[src/rtl/sr_latch_ctrl.sv]
// Arbitrated set/clear controller for a shared NAND SR latch: pulses the
// active-low latch inputs, checks the fed-back latch state and acknowledges the requester.
module sr_latch_ctrl #(
  parameter int PULSE_CYC = 2,
  parameter int RECOV_CYC = 1
) (
  input  logic clk,
  input  logic rst,
  input  logic req_a,
  input  logic req_b,
  input  logic op_a,
  input  logic op_b,
  output logic ack_a,
  output logic ack_b,
  output logic s_n,
  output logic r_n,
  input  logic q,
  input  logic q_bar,
  output logic busy,
  output logic err,
  input  logic err_clr
);

  localparam logic [1:0] ST_IDLE    = 2'd0;
  localparam logic [1:0] ST_DRIVE   = 2'd1;
  localparam logic [1:0] ST_VERIFY  = 2'd2;
  localparam logic [1:0] ST_RECOVER = 2'd3;

  localparam logic [3:0] PULSE_LD = 4'(PULSE_CYC - 1);
  localparam logic [3:0] RECOV_LD = 4'(RECOV_CYC - 1);

  logic [1:0] state_q, state_d;
  logic [3:0] cnt_q, cnt_d;
  logic       op_q, op_d;
  logic       gnt_b_q, gnt_b_d;
  logic       last_b_q, last_b_d;
  logic       red_q, red_d;
  logic       err_q, err_d;
  logic       s_n_q, s_n_d;
  logic       r_n_q, r_n_d;

  logic       grant_a, grant_b, sel_op, redundant, match, err_set;
  logic       verify_ok, done;

  // Round-robin: on a tie, A wins only when B was granted last.
  assign grant_a   = req_a && (!req_b || last_b_q);
  assign grant_b   = req_b && !grant_a;
  assign sel_op    = grant_a ? op_a : op_b;
  assign redundant = (q == sel_op) && (q_bar == ~sel_op);
  assign match     = (q == op_q) && (q_bar == ~op_q);

  always_comb begin
    state_d  = state_q;
    cnt_d    = cnt_q;
    op_d     = op_q;
    gnt_b_d  = gnt_b_q;
    last_b_d = last_b_q;
    red_d    = 1'b0;
    err_set  = 1'b0;
    case (state_q)
      ST_IDLE: begin
        if (grant_a || grant_b) begin
          gnt_b_d  = grant_b;
          last_b_d = grant_b;
          op_d     = sel_op;
          if (redundant) begin
            state_d = ST_RECOVER;
            cnt_d   = RECOV_LD;
            red_d   = 1'b1;
          end else begin
            state_d = ST_DRIVE;
            cnt_d   = PULSE_LD;
          end
        end
      end
      ST_DRIVE: begin
        if (cnt_q == 4'd0) state_d = ST_VERIFY;
        else               cnt_d   = cnt_q - 4'd1;
      end
      ST_VERIFY: begin
        state_d = ST_RECOVER;
        cnt_d   = RECOV_LD;
        err_set = !match;
      end
      ST_RECOVER: begin
        if (cnt_q == 4'd0) state_d = ST_IDLE;
        else               cnt_d   = cnt_q - 4'd1;
      end
      default: state_d = ST_IDLE;
    endcase
    err_d = err_set ? 1'b1 : (err_clr ? 1'b0 : err_q);
    // Only one latch input can ever be low: the pair is decoded from a single op bit.
    s_n_d = !((state_d == ST_DRIVE) && op_d);
    r_n_d = !((state_d == ST_DRIVE) && !op_d);
  end

  always_ff @(posedge clk) begin
    if (rst) begin
      state_q  <= ST_IDLE;
      last_b_q <= 1'b1;
      red_q    <= 1'b0;
      err_q    <= 1'b0;
      s_n_q    <= 1'b1;
      r_n_q    <= 1'b1;
    end else begin
      state_q  <= state_d;
      last_b_q <= last_b_d;
      red_q    <= red_d;
      err_q    <= err_d;
      s_n_q    <= s_n_d;
      r_n_q    <= r_n_d;
    end
  end

  always_ff @(posedge clk) begin
    cnt_q   <= cnt_d;
    op_q    <= op_d;
    gnt_b_q <= gnt_b_d;
  end

  // A redundant op acknowledges in the first RECOVER cycle, a driven op in VERIFY.
  assign verify_ok = (state_q == ST_VERIFY) && match;
  assign done      = verify_ok || ((state_q == ST_RECOVER) && red_q);

  assign ack_a = done && !gnt_b_q;
  assign ack_b = done && gnt_b_q;
  assign s_n   = s_n_q;
  assign r_n   = r_n_q;
  assign busy  = (state_q != ST_IDLE);
  assign err   = err_q;

endmodule
[config.mk]
export PLATFORM = sky130hd
export DESIGN_NAME = sr_latch_ctrl
export DESIGN_NICKNAME = d
export VERILOG_FILES = /design/src/rtl/sr_latch_ctrl.sv
export SDC_FILE = /design/constraint.sdc
export NUM_CORES = 1
export LEC_CHECK = 0
export BUFFER_PORTS_ARGS = -buffer_cell sky130_fd_sc_hd__buf_4
export CORE_MARGIN = 3
export CORE_UTILIZATION = 46
export DETAILED_ROUTE_END_ITERATION = 10
export PLACE_DENSITY = 0.72
export SETUP_SLACK_MARGIN = 0.1
export SYNTH_ARGS = -nofsm -noshare
export SYNTH_HDL_FRONTEND = slang
export SYNTH_SLANG_ARGS = --single-unit
export TNS_END_PERCENT = 5
[constraint.sdc]
create_clock -name clk -period 1.4 [get_ports clk]
set_input_delay 0 -clock clk [delete_from_list [all_inputs] [get_ports clk]]
set_output_delay 0 -clock clk [all_outputs]
set_load 0.005 [all_outputs]
==> results.toml <==
[outcome]
status = "completed"

[grt]
grt.overflow.total = 0
grt_pass1_vias = 544
grt_use_total_pct = 15.8
antenna_found_initial = 0
grt_first_pass_wirelength_mm = 2.30
grt_max_degree = 9

[power_and_ir_drop]
leakagePower_uw = 0.000389
ir_worst_vdd_uv = 781
power.density_nw_per_um2 = 1640

[finish]
instances_no_fill = 111
fin_area_um2 = 933
layout-drive-gt1-share_pct = 35.4
synthToLayoutAreaGrowth_pct = 33.5
insertedDiodeCount = 0
nets = 107

[synth]
avgSynthCellArea_um2 = 10.1
ys.flop_type = "dfxtp_1"
yosys_warnings = 0
ys_types = 33
ys_ff_latch = 13
synth_top_area_share_pct = 22.9
netlist_area_um2 = 699
synth_edf_count = 5
syn_inst = 69
ys_async_sr_fraction_pct = 0
synth-seq-area-share_pct = 44.4
synth_top_cell_by_area = "dfxtp_1"
synth.area.top_cells = "dfxtp_1 (23%), edfxtp_1 (21%), nor2_1 (4.3%)"
synth_commonest_cells = "dfxtp_1 (8), nor2_1 (8), inv_1 (7)"
syn_nets = 79

[critical_path]
rr_startpoint = "cnt_q[1]"
timing.critical_path.buf_inv = 1
r2r_slack_ns = 0.006
rr_endpoint = "r_n"
rr_worst_depth = 6
start_kind = "register"
crit_family = "simple AND/OR/NAND/NOR gates"
worstPathCellList = "inv_1 -> ha_2 -> nor4bb_4 -> a2111oi_4 -> o21ai_1 -> or2_1"
slowest_stage = "edfxtp_1"
end_kind = "register"
max_stage_delay_ns = 0.35
worstPathArrival_ns = 1.56
worstPathRequired_ns = 1.57
path_max_fanout = 3
path_class = "reg2reg"

[placement]
dp.cells = 105
post-place-ws_ns = -0.107
placed_area_um2 = 878
dp_hpwl_mm = 1.07
port_buffers = 14
place_congestion = 0.812

[worst_hold_path]
holdPathEnd = "last_b_q"
hp-class = "in2reg"
worstHoldPathCells = 3
hold_path_startpoint = "req_a"

[detailed_routing]
first_iter_violations = 4
maxUsedRoutingLayer = "met4"
ant_nets = 0
dr.pass1.iters = 4
remaining_drc_errors = 0
wl_per_cell_um = 12.5
viasPerCell = 5.25
vias = 583
wl_met2_um = 628
m1WireLength_um = 675
postRouteWirelength_mm = 1.39
wl_met3_um = 73

[clocking]
cts.clk_slew.worst_paths_ns = 0.08
ctsLongestPathBuffers = 2
cts.sinks = 13
clockRootBuffer = "clkbuf_4"
clk_latency_ns = 0.27
cts_buffers = 3
cts_tree = "built"
htree_levels = 1

[floorplan]
die_w_um = 45.0
die_area_um2 = 2020
core-area_um2 = 1370
initial_core_util_pct = 51.2
io_pins = 15
die_y_um = 45.0
rows = 13

[sta]
layout_min_cycle_time_ns = 1.39
final.setup.tns_ns = 0
worst_slack_ns = 0.00628
relSlewSlack_pct = 73.6
fin_crit_sh_pct = 99.6
tightest_slew_ns = 0.396
rsz0062_at_grt = "true"
fmax_mhz = 718
skew_ns = 0.00310
setup_violations = 0
final_max_slew_viol_count = 0
hold_violations = 0

[job]
max_cap_violations = 0
-- how the worst max path moves through the flow --
stage	from	end	cells after the start	slack [ns]
final	cnt_q[1]	r_n	6	0.006
after global routing	cnt_q[1]	state_q[1]	5	-0.08
after CTS	cnt_q[0]	cnt_q[0]	4	0.02
after detailed placement	cnt_q[1]	cnt_q[1]	4	-0.11
after global placement	cnt_q[1]	r_n	6	-0.04
after floorplan	cnt_q[0]	r_n	6	0.01
-- tightest hold or removal path: cells and delay by family --
| family | cells | cell delay, ns |
|---|---|---|
| buffers and inverters | 1 | 0.13 |
| AOI/OAI and AO/OA | 1 | 0.12 |
| and+or+nand+nor | 1 | 0.05 |
-- cell usage in the layout (no fill, tap or decap), drive strengths merged, types with 2 or more instances in the layout --
master	Yosys	layout
nand2b	4	4
o211ai	2	2
buf	0	21
o21ai	3	3
dfxtp	8	8
a21oi	5	5
nor2	9	9
dlygate4sd3	0	2
xnor2	3	3
inv	7	7
clkbuf	0	4
nand2	2	2
nor2b	2	2
edfxtp	5	5
or2	2	2
-- area by class of cell --
class,count,area [µm²]
inverters,7,26.3
multi-input cells,49,373
fillers,116,433
clock buffers,4,26.3
well taps,15,18.8
flip-flops and latches,13,312
repair buffers,23,178
-- sequential cells by signal, indices dropped and copies added, names as in the netlist --
name,count
gnt_b_q,1
op_q,1
last_b_q,1
red_q,1
cnt_q,4
r_n,1
state_q,2
err,1
s_n,1
-- where the power goes --
part           internal (µW)  switching, µW  total, µW  leakage (µW)
Combinational            367            300        667      0.000255
Clock                    110            125        235     0.0000150
Sequential               545           87.3        632      0.000120
Total                   1020            512       1530      0.000389
-- logic make-up (layout without fill, tap and decap cells) --
| logic type | Yosys count | in the layout | synth area share, % |
|---|---|---|---|
| compound gates | 17 | 17 | 19.7 |
| flops | 13 | 13 | 44.4 |
| simple gates | 27 | 27 | 25.2 |
| buf+inv | 7 | 34 | 3.76 |
| fa+ha+maj | 1 | 1 | 1.79 |
| mux | 1 | 1 | 1.43 |
| xor+xnor | 3 | 3 | 3.76 |
-- per-layer routing --
layer	track usage, %	vias to the layer above
li1	-	299
met1	21.3	269
met5	0	-
met4	5.26	0
met3	4.78	2
met2	24.0	13
-- metrics by stage --
stage	utilization [%]	hold slack [ns]	total power, µW
2_1_floorplan	-	0.0691	1020
3_5_place_dp	64.3	0.253	1280
3_3_place_gp	64.3	0.253	1270
6_report	68.3	0.0551	1530
5_1_grt	68.3	0.0610	1640
4_1_cts	67.9	0.0555	1520
-- what timing repair did --
action | CTS | global route
setup buffers | 0 | 0
hold buffers | 2 | 0
resized for setup | 1 | 2
gates cloned | 0 | 0
pin swaps | 1 | 3
hold endpoints to repair | 2 | 0
endpoints found under the setup margin | 8 | 13
Note: power is estimated with default switching activity, not from simulation.
